<file path="config.mk">
export PLATFORM = sky130hd
export DESIGN_NAME = isolde_issue_queue
export DESIGN_NICKNAME = d
export VERILOG_FILES = /design/src/rtl/isolde_decoder_pkg.sv /design/src/rtl/isolde_issue_fifo_mem.sv /design/src/rtl/isolde_issue_queue.sv
export SDC_FILE = /design/constraint.sdc
export NUM_CORES = 1
export LEC_CHECK = 0
export BUFFER_PORTS_ARGS = -buffer_cell sky130_fd_sc_hd__buf_4
export CAP_MARGIN = 40
export CORE_ASPECT_RATIO = 0.5
export CORE_MARGIN = 4
export CORE_UTILIZATION = 35
export CTS_BUF_LIST = sky130_fd_sc_hd__clkbuf_4 sky130_fd_sc_hd__clkbuf_8
export CTS_CLUSTER_SIZE = 10
export DETAILED_ROUTE_END_ITERATION = 10
export SYNTH_ARGS = -nofsm -noshare
export SYNTH_HDL_FRONTEND = slang
export SYNTH_SLANG_ARGS = --single-unit
</file>
<file path="constraint.sdc">
create_clock -name clk_i -period 3.2 [get_ports clk_i]
set_input_delay 0.32 -clock clk_i [delete_from_list [all_inputs] [get_ports clk_i]]
set_output_delay 0.32 -clock clk_i [all_outputs]
set_load 0.05 [all_outputs]
</file>
<file path="src/rtl/isolde_decoder_pkg.sv">
// Shared types for the ISOLDE decoder/issue path.
// Contents:
//   isolde_opcode_e      - decoded ISOLDE custom opcode
//   isolde_issue_entry_t - one buffered instruction {opcode, func3, funct2}
//   IssueEntryReset      - value held by empty/reset queue slots
//   issue_state_e        - occupancy state of the issue queue
//   DefaultIssueDepth    - default number of issue queue entries
package isolde_decoder_pkg;

    localparam int unsigned DefaultIssueDepth = 4;

    typedef enum logic [3:0] {
        isolde_opcode_nop     = 4'd0,
        isolde_opcode_gemm    = 4'd1,
        isolde_opcode_conv2d  = 4'd2,
        isolde_opcode_redmule = 4'd3,
        isolde_opcode_mac     = 4'd4,
        isolde_opcode_vload   = 4'd5,
        isolde_opcode_vstore  = 4'd6
    } isolde_opcode_e;

    typedef struct packed {
        isolde_opcode_e opcode;
        logic [2:0]     func3;
        logic [1:0]     funct2;
    } isolde_issue_entry_t;

    localparam isolde_issue_entry_t IssueEntryReset = '{
        opcode: isolde_opcode_nop,
        func3:  3'b000,
        funct2: 2'b00
    };

    typedef enum logic [1:0] {
        ISSUE_EMPTY  = 2'd0,
        ISSUE_ACTIVE = 2'd1,
        ISSUE_FULL   = 2'd2
    } issue_state_e;

endpackage

</file>
<file path="src/rtl/isolde_issue_fifo_mem.sv">
// Storage for the issue queue: Depth x isolde_issue_entry_t register array.
// Ports:
//   clk_i     - clock
//   clr_i     - synchronous clear of every slot to IssueEntryReset
//   wr_en_i   - write wr_data_i into slot wr_ptr_i at the next edge
//   wr_ptr_i  - write slot index
//   wr_data_i - entry to store
//   rd_ptr_i  - read slot index
//   rd_data_o - combinational (async) read of slot rd_ptr_i
// Slots are cleared so the head fields are never X, even when the queue is
// empty; this is why the array is registers rather than block RAM.
module isolde_issue_fifo_mem
    import isolde_decoder_pkg::*;
#(
    parameter int unsigned Depth    = DefaultIssueDepth,
    parameter int unsigned PtrWidth = $clog2(Depth)
) (
    input  logic                clk_i,
    input  logic                clr_i,
    input  logic                wr_en_i,
    input  logic [PtrWidth-1:0] wr_ptr_i,
    input  isolde_issue_entry_t wr_data_i,
    input  logic [PtrWidth-1:0] rd_ptr_i,
    output isolde_issue_entry_t rd_data_o
);

    isolde_issue_entry_t mem_reg [Depth];

    always_ff @(posedge clk_i) begin
        if (clr_i) begin
            for (int i = 0; i < int'(Depth); i++) begin
                mem_reg[i] <= IssueEntryReset;
            end
        end else if (wr_en_i) begin
            mem_reg[wr_ptr_i] <= wr_data_i;
        end
    end

    // Depth is a power of two, so every pointer value is a valid index.
    assign rd_data_o = mem_reg[rd_ptr_i];

endmodule

</file>
<file path="src/rtl/isolde_issue_queue.sv">
// Issue queue between the ISOLDE decoder and the ISOLDE exec block.
// Buffers decoded instructions and presents the oldest one to the exec block,
// honouring its stall back-pressure.
// Ports:
//   clk_i, rst_i            - clock, synchronous active-high reset
//   flush_i                 - drop all queued entries (priority over enq/deq)
//   dec_valid_i, dec_*_i    - instruction offered by the decoder
//   dec_ready_o             - queue not full (registered-state based)
//   issue_ready_o, issue_*  - head entry valid and its fields
//   exec_stall_i            - exec block cannot take the head this cycle
//   count_o                 - current occupancy
// Optional (macro ISOLDE_ISSUE_STATS_EN):
//   stat_issued_o, stat_stall_o, stat_full_o - saturating 32-bit event
//   counters, cleared only by rst_i.
module isolde_issue_queue
    import isolde_decoder_pkg::*;
#(
    parameter int unsigned Depth    = DefaultIssueDepth,
    parameter int unsigned CntWidth = $clog2(Depth) + 1
) (
    input  logic                clk_i,
    input  logic                rst_i,
    input  logic                flush_i,
    input  logic                dec_valid_i,
    input  isolde_opcode_e      dec_opcode_i,
    input  logic [2:0]          dec_func3_i,
    input  logic [1:0]          dec_funct2_i,
    output logic                dec_ready_o,
    output logic                issue_ready_o,
    output isolde_opcode_e      issue_opcode_o,
    output logic [2:0]          issue_func3_o,
    output logic [1:0]          issue_funct2_o,
    input  logic                exec_stall_i,
    output logic [CntWidth-1:0] count_o
`ifdef ISOLDE_ISSUE_STATS_EN
    ,
    output logic [31:0]         stat_issued_o,
    output logic [31:0]         stat_stall_o,
    output logic [31:0]         stat_full_o
`endif
);

    localparam int unsigned PtrWidth = $clog2(Depth);
    localparam logic [CntWidth-1:0] CountFull = CntWidth'(Depth);

    issue_state_e        state_reg, state_next;
    logic [CntWidth-1:0] count_reg, count_next;
    logic [PtrWidth-1:0] wr_ptr_reg, rd_ptr_reg;
    logic                enq, deq;
    isolde_issue_entry_t wr_entry, head_entry;

    // Both handshakes depend only on registered state: a full queue refuses
    // a push even when the head leaves in the same cycle.
    assign dec_ready_o   = (state_reg != ISSUE_FULL);
    assign issue_ready_o = (state_reg != ISSUE_EMPTY);
    assign enq           = dec_valid_i && dec_ready_o;
    assign deq           = issue_ready_o && !exec_stall_i;

    always_comb begin
        count_next = count_reg;
        case ({enq, deq})
            2'b10:   count_next = count_reg + 1'b1;
            2'b01:   count_next = count_reg - 1'b1;
            default: count_next = count_reg;
        endcase
    end

    always_comb begin
        state_next = ISSUE_ACTIVE;
        if (count_next == '0) begin
            state_next = ISSUE_EMPTY;
        end else if (count_next == CountFull) begin
            state_next = ISSUE_FULL;
        end
    end

    always_ff @(posedge clk_i) begin
        if (rst_i || flush_i) begin
            state_reg  <= ISSUE_EMPTY;
            count_reg  <= '0;
            wr_ptr_reg <= '0;
            rd_ptr_reg <= '0;
        end else begin
            state_reg <= state_next;
            count_reg <= count_next;
            // Pointers are exactly PtrWidth bits, so increment wraps mod Depth.
            if (enq) begin
                wr_ptr_reg <= wr_ptr_reg + 1'b1;
            end
            if (deq) begin
                rd_ptr_reg <= rd_ptr_reg + 1'b1;
            end
        end
    end

    assign wr_entry = '{opcode: dec_opcode_i, func3: dec_func3_i, funct2: dec_funct2_i};

    isolde_issue_fifo_mem #(
        .Depth    (Depth),
        .PtrWidth (PtrWidth)
    ) u_mem (
        .clk_i     (clk_i),
        .clr_i     (rst_i || flush_i),
        .wr_en_i   (enq),
        .wr_ptr_i  (wr_ptr_reg),
        .wr_data_i (wr_entry),
        .rd_ptr_i  (rd_ptr_reg),
        .rd_data_o (head_entry)
    );

    assign issue_opcode_o = head_entry.opcode;
    assign issue_func3_o  = head_entry.func3;
    assign issue_funct2_o = head_entry.funct2;
    assign count_o        = count_reg;

`ifdef ISOLDE_ISSUE_STATS_EN
    logic [31:0] stat_issued_reg, stat_stall_reg, stat_full_reg;

    // Flush does not clear the counters; a dequeue squashed by a flush is
    // not an issue.
    always_ff @(posedge clk_i) begin
        if (rst_i) begin
            stat_issued_reg <= '0;
            stat_stall_reg  <= '0;
            stat_full_reg   <= '0;
        end else begin
            if (deq && !flush_i && stat_issued_reg != '1) begin
                stat_issued_reg <= stat_issued_reg + 1'b1;
            end
            if (issue_ready_o && exec_stall_i && stat_stall_reg != '1) begin
                stat_stall_reg <= stat_stall_reg + 1'b1;
            end
            if (dec_valid_i && !dec_ready_o && stat_full_reg != '1) begin
                stat_full_reg <= stat_full_reg + 1'b1;
            end
        end
    end

    assign stat_issued_o = stat_issued_reg;
    assign stat_stall_o  = stat_stall_reg;
    assign stat_full_o   = stat_full_reg;
`endif

endmodule
</file>
==> impl_metrics.env, run 1 <==
export IMPL_layout_setup_ws_ps=805
export IMPL_worstPathRequired_ps=3430
export IMPL_nets=199
export IMPL_largest_reg_flops=36
export IMPL_post_route_util=0.443
export IMPL_drive_above_1_share=0.293
export IMPL_post_cts_buffers=0
export IMPL_drtPass1Iterations=6
export IMPL_synthFlopType="edfxtp_1"
export IMPL_ios=28
export IMPL_synthDistinctLibCells=31
export IMPL_io_buffers=27
export IMPL_syn_avg_cell_area_um2=14.3
export IMPL_rsz0062_at_grt="no"
export IMPL_max_clock_path_buffers=2
export IMPL_diodes=0
export IMPL_p_per_area_nw_per_um2=474
export IMPL_min_period_ps=2390
export IMPL_root_buffer="clkbuf_8"
export IMPL_critPathKind="reg2reg"
export IMPL_drtIter0Drc=34
export IMPL_cts_hold_buf=0
export IMPL_postCtsResizedCells=0
export IMPL_dpl_hpwl_um=2660
export IMPL_power_mw=1.19
export IMPL_end_kind="flop"
export IMPL_syn_num_nets=164
export IMPL_slew_viol_final=0
export IMPL_leakagePower_nw=0.977
export IMPL_maxCapViolCount=0
export IMPL_vias_per_cell=4.68
export IMPL_cpMaxStageDelayCell="or4_4"
export IMPL_initial_core_util=0.374
export IMPL_nFillCells=513
export IMPL_maxSlewHeadroom=0.557
export IMPL_crit_chain="and2b_1 > inv_1 > nand2_1 > ha_1 > inv_1 > fa_1 > xor2_1 > or4_4 > a21boi_2"
export IMPL_ys_ff_latch=47
export IMPL_final_cells=257
export IMPL_syn_area_um2=2110
export IMPL_clk_pin_slew_ps=90
export IMPL_rows=19
export IMPL_multiInputGateArea_um2=758
export IMPL_route_detailed_drc=0
export IMPL_cts_sinks=47
export IMPL_synth_commonest_cells="and2_1 (36), edfxtp_1 (36), dfxtp_1 (11), inv_1 (9), mux4_2 (9)"
export IMPL_htree_levels=2
export IMPL_pre_cts_ws_ps=805
export IMPL_grt_pass1_wl_um=6350
export IMPL_status="finished, final reports clean"
export IMPL_yosys_area_top_type_share=0.512
export IMPL_yosysWarnings=0
export IMPL_cts_buffers=5
export IMPL_netlist_instances=148
export IMPL_synth_top_area_cell="edfxtp_1"
export IMPL_skew_ps=5.33
export IMPL_crit_top_cell="inv_1"
export IMPL_critical_path_max_stage_delay_ps=430
export IMPL_synthTopCellsByArea="edfxtp_1 (51%), and2_1 (11%), dfxtp_1 (10%)"
export IMPL_drtAntennaViolNets=0
export IMPL_timing_final_crit_share=0.748
export IMPL_hold_viol=0
export IMPL_cp_arrival_ps=2630
export IMPL_crit_fanout=7
export IMPL_area_growth_pct=18.6
export IMPL_finalSetupViolCount=0
export IMPL_regArea_um2=1300
export IMPL_coreArea_um2=5660
export IMPL_clk_latency_ps=300
export IMPL_overflow=0
export IMPL_gr_usage_all_layers=0.112
export IMPL_synth_edff_count=36
export IMPL_async_reset_ff_frac=0
export IMPL_cts_tree="built"
export IMPL_yosysSeqAreaShare=0.616
export IMPL_dieArea_um2=7420
export IMPL_wl_per_cell_um=14.8
export IMPL_dieWidth_um=118
export IMPL_dp_cells=249
export IMPL_max_vdd_ir_drop_uv=182
export IMPL_wl_um=3800
export IMPL_num_vias=1204
export IMPL_setup_tns_ps=0
export IMPL_cp_start_kind="flop"
export IMPL_worstMarginPinSlew_ps=663
export IMPL_chipHeight_um=62.9
export IMPL_gp_congestion=0.725
export IMPL_max_clock_freq_mhz=418
export IMPL_grt_start_max_net_pins=15
export IMPL_grt_pass1_vias=1266
export IMPL_antenna_found_initial=0
export IMPL_hp_class="in2reg"
[worst paths after layout]
| path | startpoint | endpoint | slack (ps) | cells past startpoint |
|---|---|---|---|---|
| max | state_reg[0] | state_reg[1] | 810 | 9 |
| min | dec_func3_i[2] | u_mem.mem_reg[1][4] | 320 | 2 |
| max reg2reg | state_reg[0] | state_reg[1] | 810 | 9 |
| min reg2reg | rd_ptr_reg[0] | rd_ptr_reg[0] | 490 | 2 |
[power breakdown]
group	internal [mW]	switching, mW	total [mW]
combinational	0.0537	0.0842	0.138
sequential	0.685	0.0113	0.696
clock	0.162	0.191	0.353
total	0.900	0.287	1.19
[through the flow]
step | area, um^2 | hold slack, ps
global route | 2510 | 301
detailed placement | 2420 | 478
CTS | 2510 | 312
global placement | 2420 | 467
floorplan | 2110 | 453
finish | 2510 | 317
[cell usage in the layout (no fill, tap or decap)]
master    netlist  routed
a21boi_2        1       1
o21bai_1        1       1
fa_1            1       1
clkbuf_4        0       1
nor3_1          1       1
ha_1            1       1
mux4_2          9       9
clkinv_1        0       1
or4_4           1       1
nand2b_1        3       3
or3_4           1       1
nor4b_4         1       1
o21ai_0         6       6
nand3_1         1       1
o211ai_1        1       1
xor2_1          2       2
nand2_1         6       6
inv_1           9       9
buf_4           0      31
nor4_4          2       2
or2_2           1       1
edfxtp_1       36      36
a21oi_1         4       4
and2_1         36      36
clkinv_4        0       1
and2b_1         1       1
dfxtp_1        11      11
mux2i_1         1       1
nor2_1          4       4
or2_1           1       1
or3_1           2       2
clkbuf_8        0       5
o22ai_1         1       1
[worst max-delay path: cells and delay by family, from the launching register on]
family	cells	cell delay, ps
and+or+nand+nor	3	950
adders and majority gates	2	550
DFF	1	320
buffers and inverters	2	200
xor gates and xnor gates	1	160
AOI/OAI and AO/OA	1	150
[cell families after synthesis]
| kind of cell | count (synthesis) | synth area share |
|---|---|---|
| buffers and inverters | 12 | 0.0255 |
| adder cells (fa/ha/maj) | 2 | 0.0154 |
| XOR/XNOR | 2 | 0.00829 |
| AND/OR/NAND/NOR | 61 | 0.195 |
| AO/OA/AOI/OAI | 14 | 0.0391 |
| flip-flops | 47 | 0.616 |
| multiplexers | 10 | 0.101 |
[cell type report]
type                       count  area share
clock inverter                 2     0.00499
sequential                    47       0.519
tap                           73      0.0364
inverter                       9      0.0135
multi-input combinational     89       0.303
clock buffer                   6      0.0305
timing repair buffer          31      0.0929
[metal layers]
metal | part of all wire | global-route usage | vias up | wire length [um]
li1 | - | - | 597 | -
met1 | 0.46 | 0.143 | 578 | 1740
met2 | 0.49 | 0.179 | 24 | 1850
met3 | 0.041 | 0.0325 | 5 | 157
met4 | 0.014 | 0.0438 | 0 | 52
met5 | 0 | 0 | - | 0
Power figures use the tool's default switching activity.
==> run 2: changes to the inputs <==
==> constraint.sdc (replaced) <==
create_clock -name clk_i -period 2.15 [get_ports clk_i]
set_input_delay 0.215 -clock clk_i [delete_from_list [all_inputs] [get_ports clk_i]]
set_output_delay 0.215 -clock clk_i [all_outputs]
set_load 0.05 [all_outputs]
==> run 2 against run 1 <==
  * Non-clock buffer count rose by 5
  * Routed wire length rose by 4.0%
  * Setup slack got worse by 690 ps
  * Critical endpoint unchanged
  * Largest cell class unchanged
==> impl_metrics.env, run 2 (synthesis gave the netlist of run 1 again) <==
export IMPL_drtPass1Iterations=4
export IMPL_maxCapViolCount=0
export IMPL_cts_hold_buf=0
export IMPL_grt_start_max_net_pins=15
export IMPL_p_sw_uw=442
export IMPL_setup_tns_ps=0
export IMPL_clk_pin_slew_ps=90
export IMPL_route_detailed_drc=0
export IMPL_cp_arrival_ps=2270
export IMPL_layout_common_cells="and2_1 (36), edfxtp_1 (36), buf_4 (35)"
export IMPL_dpl_hpwl_um=2690
export IMPL_rsz0062_at_grt="no"
export IMPL_ios=28
export IMPL_cts_tree="built"
export IMPL_antenna_found_initial=0
export IMPL_status="finished, final reports clean"
export IMPL_cts_buffers=5
export IMPL_worstMarginPinSlew_ps=624
export IMPL_worst_hold_slack_ps=210
export IMPL_max_clock_path_buffers=2
export IMPL_wl_per_cell_um=15.1
export IMPL_grt_pass1_vias=1304
export IMPL_maxSlewHeadroom=0.581
export IMPL_finalSetupViolCount=0
export IMPL_io_buffers=27
export IMPL_overflow=0
export IMPL_leakagePower_nw=0.998
export IMPL_drtIter0Drc=43
export IMPL_sw_frac_of_total=0.247
export IMPL_postCtsResizedCells=0
export IMPL_crit_family="simple AND/OR/NAND/NOR gates"
export IMPL_p_per_area_nw_per_um2=698
export IMPL_crit_fanout=3
export IMPL_comb_power_share=0.122
export IMPL_area_growth_pct=21.4
export IMPL_critical_path_max_stage_delay_ps=430
export IMPL_root_buffer="clkbuf_8"
export IMPL_end_kind="flop"
export IMPL_drive_above_1_share=0.349
export IMPL_cp_startpoint="state_reg[0]"
export IMPL_rows=19
export IMPL_slew_viol_final=0
export IMPL_num_vias=1254
export IMPL_post_cts_buffers=0
export IMPL_skew_ps=6.48
export IMPL_p_seq_frac=0.578
export IMPL_cpMaxStageDelayCell="or4_4"
export IMPL_crit_chain="and2b_4 > clkinvlp_4 > nand2_2 > ha_4 > inv_2 > fa_2 > xor2_1 > or4_4 > a21boi_2"
export IMPL_cts_sinks=47
export IMPL_place_area_um2=2480
export IMPL_grt_pass1_wl_um=6660
export IMPL_nFillCells=523
export IMPL_dieArea_um2=7420
export IMPL_rr_startpoint="state_reg[0]"
export IMPL_dieWidth_um=118
export IMPL_dp_cells=254
export IMPL_clk_latency_ps=300
export IMPL_critical_path_buf_inv_count=2
export IMPL_gp_congestion=0.765
export IMPL_chipHeight_um=62.9
export IMPL_power_mw=1.79
export IMPL_htree_levels=2
export IMPL_pwr_share_clk=0.300
export IMPL_critPathKind="reg2reg"
export IMPL_coreArea_um2=5660
export IMPL_max_clock_freq_mhz=492
export IMPL_hold_viol=0
export IMPL_initial_core_util=0.374
export IMPL_wl_um=3950
export IMPL_final_area_um2=2560
export IMPL_cp_start_kind="flop"
export IMPL_nets=204
export IMPL_min_period_ps=2030
export IMPL_internal_power_mw=1.35
export IMPL_min_delay_start="dec_opcode_i[3]"
export IMPL_hp_class="in2reg"
export IMPL_timing_final_crit_share=0.945
export IMPL_worstPathRequired_ps=2390
export IMPL_largest_reg_flops=36
export IMPL_gr_usage_all_layers=0.117
export IMPL_diodes=0
export IMPL_vias_per_cell=4.79
export IMPL_drtAntennaViolNets=0
export IMPL_max_vdd_ir_drop_uv=293
export IMPL_final_cells=262
-- run 2: cell types whose count changed in the layout (fill, tap and decap cells not counted), sizes merged --
cell      change
buf           +5
clkinvlp      +2
clkinv        -1
inv           -1
-- run 2: power by group through the flow --
stage	sequential [mW]	clock, mW	combinational (mW)
floorplan	1.06	0	0.135
global placement	1.05	0	0.218
detailed placement	1.06	0	0.222
CTS	1.03	0.546	0.222
global route	1.04	0.588	0.238
finish	1.03	0.537	0.218
-- run 2: routing by layer --
layer / track usage / share of wire / up-vias / wire length (um)
met3: 0.0307 / 0.043 / 5 / 168
li1: - / - / 609 / -
met5: 0 / 0 / - / 0
met2: 0.184 / 0.46 / 28 / 1820
met1: 0.154 / 0.48 / 612 / 1910
met4: 0.0482 / 0.014 / 0 / 57
-- run 2: final cells by class --
type                    instances  area [um^2]  share of cell area
well taps                      73         91.3              0.0356
clock buffers                   6         76.3              0.0298
flip-flops and latches         47         1300               0.507
repair buffers                 36          268               0.104
multi-input cells              89          778               0.303
inverters                       9         37.5              0.0146
clock inverters                 2         12.5             0.00488
-- run 2: final timing paths --
check	end	slack (ps)	depth (start not counted)
max	state_reg[1]	120	9
max reg2reg	state_reg[1]	120	9
min reg2reg	rd_ptr_reg[0]	480	2
min	u_mem.mem_reg[1][8]	210	2
-- run 2: through the flow --
| stage | utilization | setup WS [ps] |
|---|---|---|
| after floorplan | - | -157 |
| after global placement | 0.437 | 175 |
| after global routing | 0.453 | 37.5 |
| final | 0.453 | 118 |
| after detailed placement | 0.438 | 127 |
| after CTS | 0.453 | 108 |
==> run 3: changes to the inputs <==
--- a/config.mk
+++ b/config.mk
@@ -5,6 +5,7 @@
 export SDC_FILE = /design/constraint.sdc
 export NUM_CORES = 1
 export LEC_CHECK = 0
+export ABC_AREA = 1
 export BUFFER_PORTS_ARGS = -buffer_cell sky130_fd_sc_hd__buf_4
 export CAP_MARGIN = 40
 export CORE_ASPECT_RATIO = 0.5
==> run 3 against run 2 <==
  * Design area is 5.4% lower
  * Sequential share of layout area is 2.9 points higher
  * Area after synthesis is 3.8% lower
  * Hold slack better by 31 ps
  * Maximum frequency is 11% higher
  * Critical path type unchanged
  * Critical endpoint unchanged
  * Largest power group unchanged
==> impl_metrics.env, run 3 <==
export IMPL_grt_start_max_net_pins=19
export IMPL_nFillCells=538
export IMPL_htree_levels=2
export IMPL_synthDistinctLibCells=24
export IMPL_crit_chain="inv_1 > nand2_1 > nand2_1 > inv_1 > ha_1 > inv_1 > fa_1 > nand2_1 > o21ai_0 > nand2_1 > nor2_1"
export IMPL_root_buffer="clkbuf_8"
export IMPL_synth_edff_count=36
export IMPL_max_clock_path_buffers=2
export IMPL_drtPass1Iterations=4
export IMPL_io_buffers=27
export IMPL_yosysMostFrequentCell="nor2_1"
export IMPL_cts_sinks=47
export IMPL_dpl_hpwl_um=2870
export IMPL_hold_viol=0
export IMPL_crit_fanout=5
export IMPL_max_clock_freq_mhz=547
export IMPL_netlist_instances=201
export IMPL_synth_top_area_cell="edfxtp_1"
export IMPL_post_cts_buffers=0
export IMPL_cp_arrival_ps=2060
export IMPL_gr_usage_all_layers=0.126
export IMPL_critPathKind="reg2reg"
export IMPL_worstMarginPinSlew_ps=435
export IMPL_finalSetupViolCount=0
export IMPL_drtAntennaViolNets=0
export IMPL_slew_viol_final=0
export IMPL_power_mw=1.77
export IMPL_overflow=0
export IMPL_num_vias=1470
export IMPL_grt_pass1_wl_um=6800
export IMPL_cts_hold_buf=0
export IMPL_drive_above_1_share=0.203
export IMPL_post_route_util=0.438
export IMPL_ios=28
export IMPL_area_growth_pct=19.5
export IMPL_min_period_ps=1830
export IMPL_route_detailed_drc=0
export IMPL_postCtsResizedCells=0
export IMPL_dieArea_um2=7160
export IMPL_synthTopCellsByArea="edfxtp_1 (53%), dfxtp_1 (11%), nor2_1 (9.2%)"
export IMPL_yosys_area_top_type_share=0.532
export IMPL_ys_ff_latch=47
export IMPL_clk_pin_slew_ps=80
export IMPL_async_reset_ff_frac=0
export IMPL_timing_final_crit_share=0.851
export IMPL_chipHeight_um=61.9
export IMPL_cpMaxStageDelayCell="fa_1"
export IMPL_final_common_cell="nor2_1"
export IMPL_worst_hold_slack_ps=241
export IMPL_wl_per_cell_um=13.3
export IMPL_rows=19
export IMPL_crit_top_cell="nand2_1"
export IMPL_p_per_area_nw_per_um2=730
export IMPL_syn_area_um2=2030
export IMPL_drtIter0Drc=41
export IMPL_layout_common_cells="nor2_1 (50), edfxtp_1 (36), buf_4 (31)"
export IMPL_leakagePower_nw=1.05
export IMPL_cp_start_kind="flop"
export IMPL_hp_class="in2reg"
export IMPL_yosysWarnings=0
export IMPL_cts_tree="built"
export IMPL_coreArea_um2=5540
export IMPL_gp_congestion=0.819
export IMPL_largest_reg_flops=36
export IMPL_vias_per_cell=4.74
export IMPL_diodes=0
export IMPL_nets=252
export IMPL_syn_avg_cell_area_um2=10.1
export IMPL_worstPathRequired_ps=2380
export IMPL_dieWidth_um=116
export IMPL_grt_pass1_vias=1456
export IMPL_antenna_found_initial=0
export IMPL_end_kind="flop"
export IMPL_synthFlopType="edfxtp_1"
export IMPL_synth_commonest_cells="nor2_1 (50), edfxtp_1 (36), inv_1 (24), o21ai_0 (23), nand2_1 (21)"
export IMPL_initial_core_util=0.367
export IMPL_syn_num_nets=217
export IMPL_cts_buffers=5
export IMPL_status="finished, final reports clean"
export IMPL_setup_tns_ps=0
export IMPL_critical_path_max_stage_delay_ps=480
export IMPL_clk_latency_ps=290
export IMPL_maxSlewHeadroom=0.709
export IMPL_maxCapViolCount=0
export IMPL_yosysSeqAreaShare=0.640
export IMPL_max_vdd_ir_drop_uv=329
export IMPL_skew_ps=11.2
export IMPL_wl_um=4140
export IMPL_rsz0062_at_grt="no"
-- run 3: changes by cell type after synthesis, moves of 3 or more --
cell and delta:
nand2b_1 -3, inv_1 +15, nand2_1 +15, and2_1 -36, inv_2 +4, o22ai_1 +8, nor2_1 +46, mux4_2 -9
o21ai_0 +17
-- run 3: final timing paths --
| check | start | end | slack, ps | cells after the start |
|---|---|---|---|---|
| worst max-delay path | state_reg[1] | state_reg[1] | 320 | 11 |
| worst min-delay path | dec_funct2_i[0] | u_mem.mem_reg[3][0] | 240 | 3 |
| worst max register to register | state_reg[1] | state_reg[1] | 320 | 11 |
| worst min register to register | rd_ptr_reg[1] | rd_ptr_reg[1] | 520 | 2 |
-- run 3: report_power, final --
| group | switching (mW) | leakage, nW | internal [mW] |
|---|---|---|---|
| sequential | 0.0138 | 0.491 | 1.02 |
| clock | 0.287 | 0.0462 | 0.241 |
| combinational | 0.148 | 0.512 | 0.0671 |
-- run 3: cell type report --
type / count / area, um^2 / area share
Clock buffer: 6 / 76.3 / 0.0314
Clock inverter: 2 / 12.5 / 0.00515
Multi-Input combinational cell: 122 / 602 / 0.248
Timing Repair Buffer: 31 / 233 / 0.0959
Inverter: 29 / 111 / 0.0459
Tap cell: 73 / 91.3 / 0.0376
Sequential cell: 47 / 1300 / 0.536
-- run 3: cell families (layout without fill, tap and decap cells) --
kind of cell | count (synthesis) | after routing | synth area share
fa+ha+maj | 2 | 2 | 0.0160
flops | 47 | 47 | 0.640
compound gates | 39 | 39 | 0.104
xor+xnor | 2 | 2 | 0.00862
simple gates | 79 | 79 | 0.167
buf+inv | 32 | 68 | 0.0634
-- run 3: stage by stage --
step | std cells | setup slack, ps | instance area [um^2]
after global placement | 302 | 409 | 2340
after CTS | 310 | 324 | 2430
after floorplan | 201 | 6.73 | 2030
after global routing | 310 | 194 | 2430
final | 310 | 320 | 2430
after detailed placement | 302 | 352 | 2340
-- run 3: worst max-delay path: cells and delay by family, from the launching register on --
family	cells	cell delay, ps
AO/OA/AOI/OAI	1	130
AND/OR/NAND/NOR	5	440
adder cells (fa/ha/maj)	2	650
buffers and inverters	3	220
flip-flops	1	330
-- run 3: layer usage --
| layer | global-route usage | wire (um) | up-vias |
|---|---|---|---|
| met3 | 0.0309 | 216 | 4 |
| met1 | 0.156 | 1840 | 696 |
| met2 | 0.224 | 2040 | 30 |
| met4 | 0.0397 | 42 | 0 |
| li1 | - | - | 740 |
| met5 | 0 | 0 | - |
